File: config.mk
export PLATFORM = sky130hd
export DESIGN_NAME = control_unit
export DESIGN_NICKNAME = d
export VERILOG_FILES = /design/src/rtl/control_unit.sv
export SDC_FILE = /design/constraint.sdc
export NUM_CORES = 1
export LEC_CHECK = 0
export ABC_CLOCK_PERIOD_IN_PS = 3180
export CAP_MARGIN = 20
export CORE_AREA = 5 5 42 44
export CTS_BUF_LIST = sky130_fd_sc_hd__clkbuf_16
export DETAILED_ROUTE_END_ITERATION = 8
export DIE_AREA = 0 0 47 49
export GPL_ROUTABILITY_DRIVEN = 1
export HOLD_SLACK_MARGIN = 0.08
export PLACE_DENSITY = 0.78
export REMOVE_ABC_BUFFERS = 1
export SLEW_MARGIN = 20
export SYNTH_ARGS = -nofsm -noshare
export SYNTH_HDL_FRONTEND = slang
export SYNTH_SLANG_ARGS = --single-unit
File: constraint.sdc
create_clock -name clk -period 3.18 [get_ports clk]
set_clock_uncertainty 0.05 [all_clocks]
set_input_delay 0.477 -clock clk [delete_from_list [all_inputs] [get_ports clk]]
set_output_delay 0.477 -clock clk [all_outputs]
set_load 0.02 [all_outputs]
File: src/rtl/control_unit.sv
// Multi-cycle CPU control unit: BOOT/FETCH/DECODE/EXEC/MEM/WB/HALT sequencer with decoded strobes.
// Optional MEM_WAIT_EN: hold MEM until mem_ready; otherwise MEM is a single cycle.
module control_unit #(
  parameter int OPCODE_W = 4,
  parameter int ALU_OP_W = 3
) (
  input  logic                clk,
  input  logic                rst_n,
  input  logic [OPCODE_W-1:0] opcode,
  input  logic                alu_zero,
  input  logic                mem_ready,
  output logic                pc_we,
  output logic                pc_sel,
  output logic                ir_we,
  output logic                reg_ab_we,
  output logic                acc_we,
  output logic                mar_we,
  output logic                mdr_we,
  output logic                flags_we,
  output logic                rf_we,
  output logic                rf_wsel,
  output logic [ALU_OP_W-1:0] alu_op,
  output logic                alu_src_b,
  output logic [1:0]          imm_sel,
  output logic                mem_re,
  output logic                mem_we,
  output logic                halted,
  output logic [2:0]          state
);

  typedef enum logic [2:0] {
    S_BOOT   = 3'd0,
    S_FETCH  = 3'd1,
    S_DECODE = 3'd2,
    S_EXEC   = 3'd3,
    S_MEM    = 3'd4,
    S_WB     = 3'd5,
    S_HALT   = 3'd6
  } state_t;

  localparam logic [OPCODE_W-1:0] OP_NOP  = OPCODE_W'(4'h0);
  localparam logic [OPCODE_W-1:0] OP_ADD  = OPCODE_W'(4'h1);
  localparam logic [OPCODE_W-1:0] OP_SUB  = OPCODE_W'(4'h2);
  localparam logic [OPCODE_W-1:0] OP_AND  = OPCODE_W'(4'h3);
  localparam logic [OPCODE_W-1:0] OP_OR   = OPCODE_W'(4'h4);
  localparam logic [OPCODE_W-1:0] OP_ADDI = OPCODE_W'(4'h5);
  localparam logic [OPCODE_W-1:0] OP_LD   = OPCODE_W'(4'h6);
  localparam logic [OPCODE_W-1:0] OP_ST   = OPCODE_W'(4'h7);
  localparam logic [OPCODE_W-1:0] OP_BEQ  = OPCODE_W'(4'h8);
  localparam logic [OPCODE_W-1:0] OP_JMP  = OPCODE_W'(4'h9);

  localparam logic [ALU_OP_W-1:0] ALU_ADD = ALU_OP_W'(3'b000);
  localparam logic [ALU_OP_W-1:0] ALU_SUB = ALU_OP_W'(3'b001);
  localparam logic [ALU_OP_W-1:0] ALU_AND = ALU_OP_W'(3'b010);
  localparam logic [ALU_OP_W-1:0] ALU_OR  = ALU_OP_W'(3'b011);

  state_t r_state;
  state_t w_next_state;

  always_ff @(posedge clk or negedge rst_n) begin
    if (!rst_n) r_state <= S_BOOT;
    else        r_state <= w_next_state;
  end

  assign state = r_state;

`ifndef MEM_WAIT_EN
  logic w_unused;
  assign w_unused = mem_ready;
`endif

  always_comb begin
    w_next_state = r_state;
    pc_we        = 1'b0;
    pc_sel       = 1'b0;
    ir_we        = 1'b0;
    reg_ab_we    = 1'b0;
    acc_we       = 1'b0;
    mar_we       = 1'b0;
    mdr_we       = 1'b0;
    flags_we     = 1'b0;
    rf_we        = 1'b0;
    rf_wsel      = 1'b0;
    alu_op       = ALU_ADD;
    alu_src_b    = 1'b0;
    imm_sel      = 2'd0;
    mem_re       = 1'b0;
    mem_we       = 1'b0;
    halted       = 1'b0;

    case (r_state)
      S_BOOT: w_next_state = S_FETCH;

      S_FETCH: begin
        ir_we        = 1'b1;
        pc_we        = 1'b1;
        w_next_state = S_DECODE;
      end

      S_DECODE: begin
        reg_ab_we = 1'b1;
        case (opcode)
          OP_NOP: w_next_state = S_FETCH;
          OP_JMP: begin
            pc_we        = 1'b1;
            pc_sel       = 1'b1;
            imm_sel      = 2'd2;
            w_next_state = S_FETCH;
          end
          OP_ADD, OP_SUB, OP_AND, OP_OR, OP_ADDI, OP_LD, OP_ST, OP_BEQ:
            w_next_state = S_EXEC;
          default: w_next_state = S_HALT;
        endcase
      end

      S_EXEC: begin
        case (opcode)
          OP_ADD, OP_SUB, OP_AND, OP_OR: begin
            case (opcode)
              OP_SUB:  alu_op = ALU_SUB;
              OP_AND:  alu_op = ALU_AND;
              OP_OR:   alu_op = ALU_OR;
              default: alu_op = ALU_ADD;
            endcase
            acc_we       = 1'b1;
            flags_we     = 1'b1;
            w_next_state = S_WB;
          end
          OP_ADDI: begin
            alu_src_b    = 1'b1;
            acc_we       = 1'b1;
            flags_we     = 1'b1;
            w_next_state = S_WB;
          end
          OP_LD, OP_ST: begin
            alu_src_b    = 1'b1;
            imm_sel      = 2'd1;
            mar_we       = 1'b1;
            w_next_state = S_MEM;
          end
          OP_BEQ: begin
            // Branch resolves in the compare cycle using the live zero result.
            alu_op       = ALU_SUB;
            flags_we     = 1'b1;
            imm_sel      = 2'd2;
            pc_we        = alu_zero;
            pc_sel       = alu_zero;
            w_next_state = S_FETCH;
          end
          default: w_next_state = S_HALT;
        endcase
      end

      S_MEM: begin
        case (opcode)
          OP_LD: begin
            mem_re = 1'b1;
`ifdef MEM_WAIT_EN
            mdr_we = mem_ready;
            if (mem_ready) w_next_state = S_WB;
`else
            mdr_we       = 1'b1;
            w_next_state = S_WB;
`endif
          end
          OP_ST: begin
            mem_we = 1'b1;
`ifdef MEM_WAIT_EN
            if (mem_ready) w_next_state = S_FETCH;
`else
            w_next_state = S_FETCH;
`endif
          end
          default: w_next_state = S_HALT;
        endcase
      end

      S_WB: begin
        rf_we        = 1'b1;
        rf_wsel      = (opcode == OP_LD);
        w_next_state = S_FETCH;
      end

      default: begin
        // HALT and the unused encoding 7 both park here until reset.
        halted       = 1'b1;
        w_next_state = S_HALT;
      end
    endcase
  end

endmodule

==> metrics <==
status=finished clean; FP Rows=14; leading area contributor after synthesis=dfrtp_1; gr ovfl total=0; DRC=0; Top Ports=30; crit path max fanout=5; Pleak=0.3069 nW; first-pass GRT wire length=2.539 mm; PD cells=334.5 mW/mm2; initial antenna violation count=0; # clock sinks=3; Post-CTS Setup Bufs=0; area grow syn2layout=74.60%; synthesized flop and latch total=3; Critical Path AT=2.37 ns; Final Hold Fails=0; # hold bufs at CTS=0; Top Usage Layer GRT=met2; share of cells above drive strength 1=0.1122; vias per cell=5.246; Seq/Total Area, Yosys=0.1587; TritonCTS clock tree=yes; largest net degree at the start of global routing=15; number of CTS-inserted buffers=3; number of distinct library cells after synthesis=32; Final TNS setup=0 ns; fin crit share=0.9124; most frequent cells in the layout=clkdlybuf4s50_1, a21oi_1, nor2_1; EDFF count, synth=0; length of the first detailed-routing pass in iterations=4; fraction of registers with async set/reset=1.000; Starting Density=0.3375; grt met3 use=0.04428; Synthesis Warnings=0; CTS H-Tree Depth=1; synth top area cells=dfrtp_1, a21oi_1, nor2_1, nand2b_1, buf_6; Setup CP Type=in -> out; Die H=49 um; CTS Buffer Depth=2; cells after synthesis=70; met2 Use GR=0.2421; max FFs per register=3; antenna cells=0; mean post-synth cell area=6.756 um2; fin crit period=2.901 ns; Crit. End Element=primary output; CTS root buf=clkbuf_16; final instance area=825.8 um2; Primary FF master, synth=dfrtp_1; Setup-failing EPs final=0; Post-Syn Area=473.0 um2; Post-CTS Resized=0; total of max-cap violations=0; data required time of the worst path=2.65 ns; overall routing resource usage=0.1557; number of global-route vias before repair=566; worst min path class=in -> async; RSZ-0062 raised after global routing=no; worst hold slack=0.3796 ns; placed cell area=747.0 um2; M1 GR Usage=0.1652; Clock transition at path regs=0.03 ns; drt wl/cell=14.08 um; core area=0.001401 mm2; maximum vdd drop=0.2443 mV; Port Buffers=27; final WL=1.605 mm; die span in x=47 um; ANT nets after route=0; nets=107; HPWL Detailed=1.160 mm; worst skew pair latency=0.23 ns; Yosys top cell area share=0.1587; Via Count=598; placer congestion estimate=0.8423; Die ar.=0.002303 mm2; 1st-iter DRT viols=15; Max Fclk=344.7 MHz; max-slew violation count=0; most common cell after layout, fill and taps aside=clkdlybuf4s50_1; Critical Path Start Type=input port
## Yosys cell counts, types with 2 or more instances
cell type  number
o21ai_0         4
a21oi_1         8
or3_1           2
dfrtp_1         3
buf_4           2
nor2b_1         3
nor4_1          3
xor2_1          2
clkbuf_1        3
buf_6           2
nor2_1          7
inv_1           2
nand2_1         5
nor3_1          3
nand2b_1        4
## routing by layer
metal	routed length, um	up-vias
li1	-	301
met1	671	271
met2	811	19
met3	52	7
met4	69	0
met5	0	-
## critical path, cell delays in order
cell and delay (ns):
clkdlybuf4s50_1 0.47, or2_4 0.30, or3_1 0.34, a31oi_1 0.16, clkdlybuf4s50_1 0.62
## worst paths after layout
kind                            cells after the start        to  slack (ns)       from
max in group asynchronous                           1  state[1]        2.56      rst_n
min in group clk                                    2  state[0]        0.69   state[2]
worst max-delay path                                5     pc_we        0.28  opcode[1]
worst min register to register                      2  state[0]        0.69   state[2]
worst max register to register                      4  state[0]        1.71   state[1]
worst min-delay path                                1  state[0]        0.38      rst_n
## area by class of cell
type	instances	area (um2)
Clock buffer	3	75.07
Inverter	2	7.507
Sequential cell	3	75.07
Timing Repair Buffer	32	307.8
Tap cell	16	20.02
Multi-Input combinational cell	57	336.6
Fill cell	140	575.6
Clock inverter	1	3.754
## per-stage QoR
stage | instances | power, mW | util | setup WS [ns]
2_1_floorplan | 62 | 0.05249 | - | 0.6208
3_3_place_gp | 110 | 0.07315 | 0.5330 | 0.2933
3_5_place_dp | 110 | 0.07408 | 0.5330 | 0.2857
4_1_cts | 114 | 0.2779 | 0.5893 | 0.2739
5_1_grt | 114 | 0.2828 | 0.5893 | 0.1358
6_report | 114 | 0.2763 | 0.5893 | 0.2787
## logic make-up (layout without fill, tap and decap cells)
group	Yosys count	in the layout	synth area share
simple gates	34	34	0.3995
compound gates	18	18	0.2275
flops	3	3	0.1587
xor+xnor	3	3	0.05557
buf+inv	10	38	0.1296
mux	1	1	0.02116
other cells	1	1	0.007929
## power by group
group | total, mW | switching (mW) | leakage, nW | internal [mW]
Clock | 0.202 | 0.0396 | 0.0423 | 0.163
Sequential | 0.0384 | 0 | 0.0315 | 0.0384
Combinational | 0.0356 | 0.0188 | 0.233 | 0.0168
Total | 0.276 | 0.0584 | 0.307 | 0.218
No activity file was read; power rests on OpenSTA's default activity.
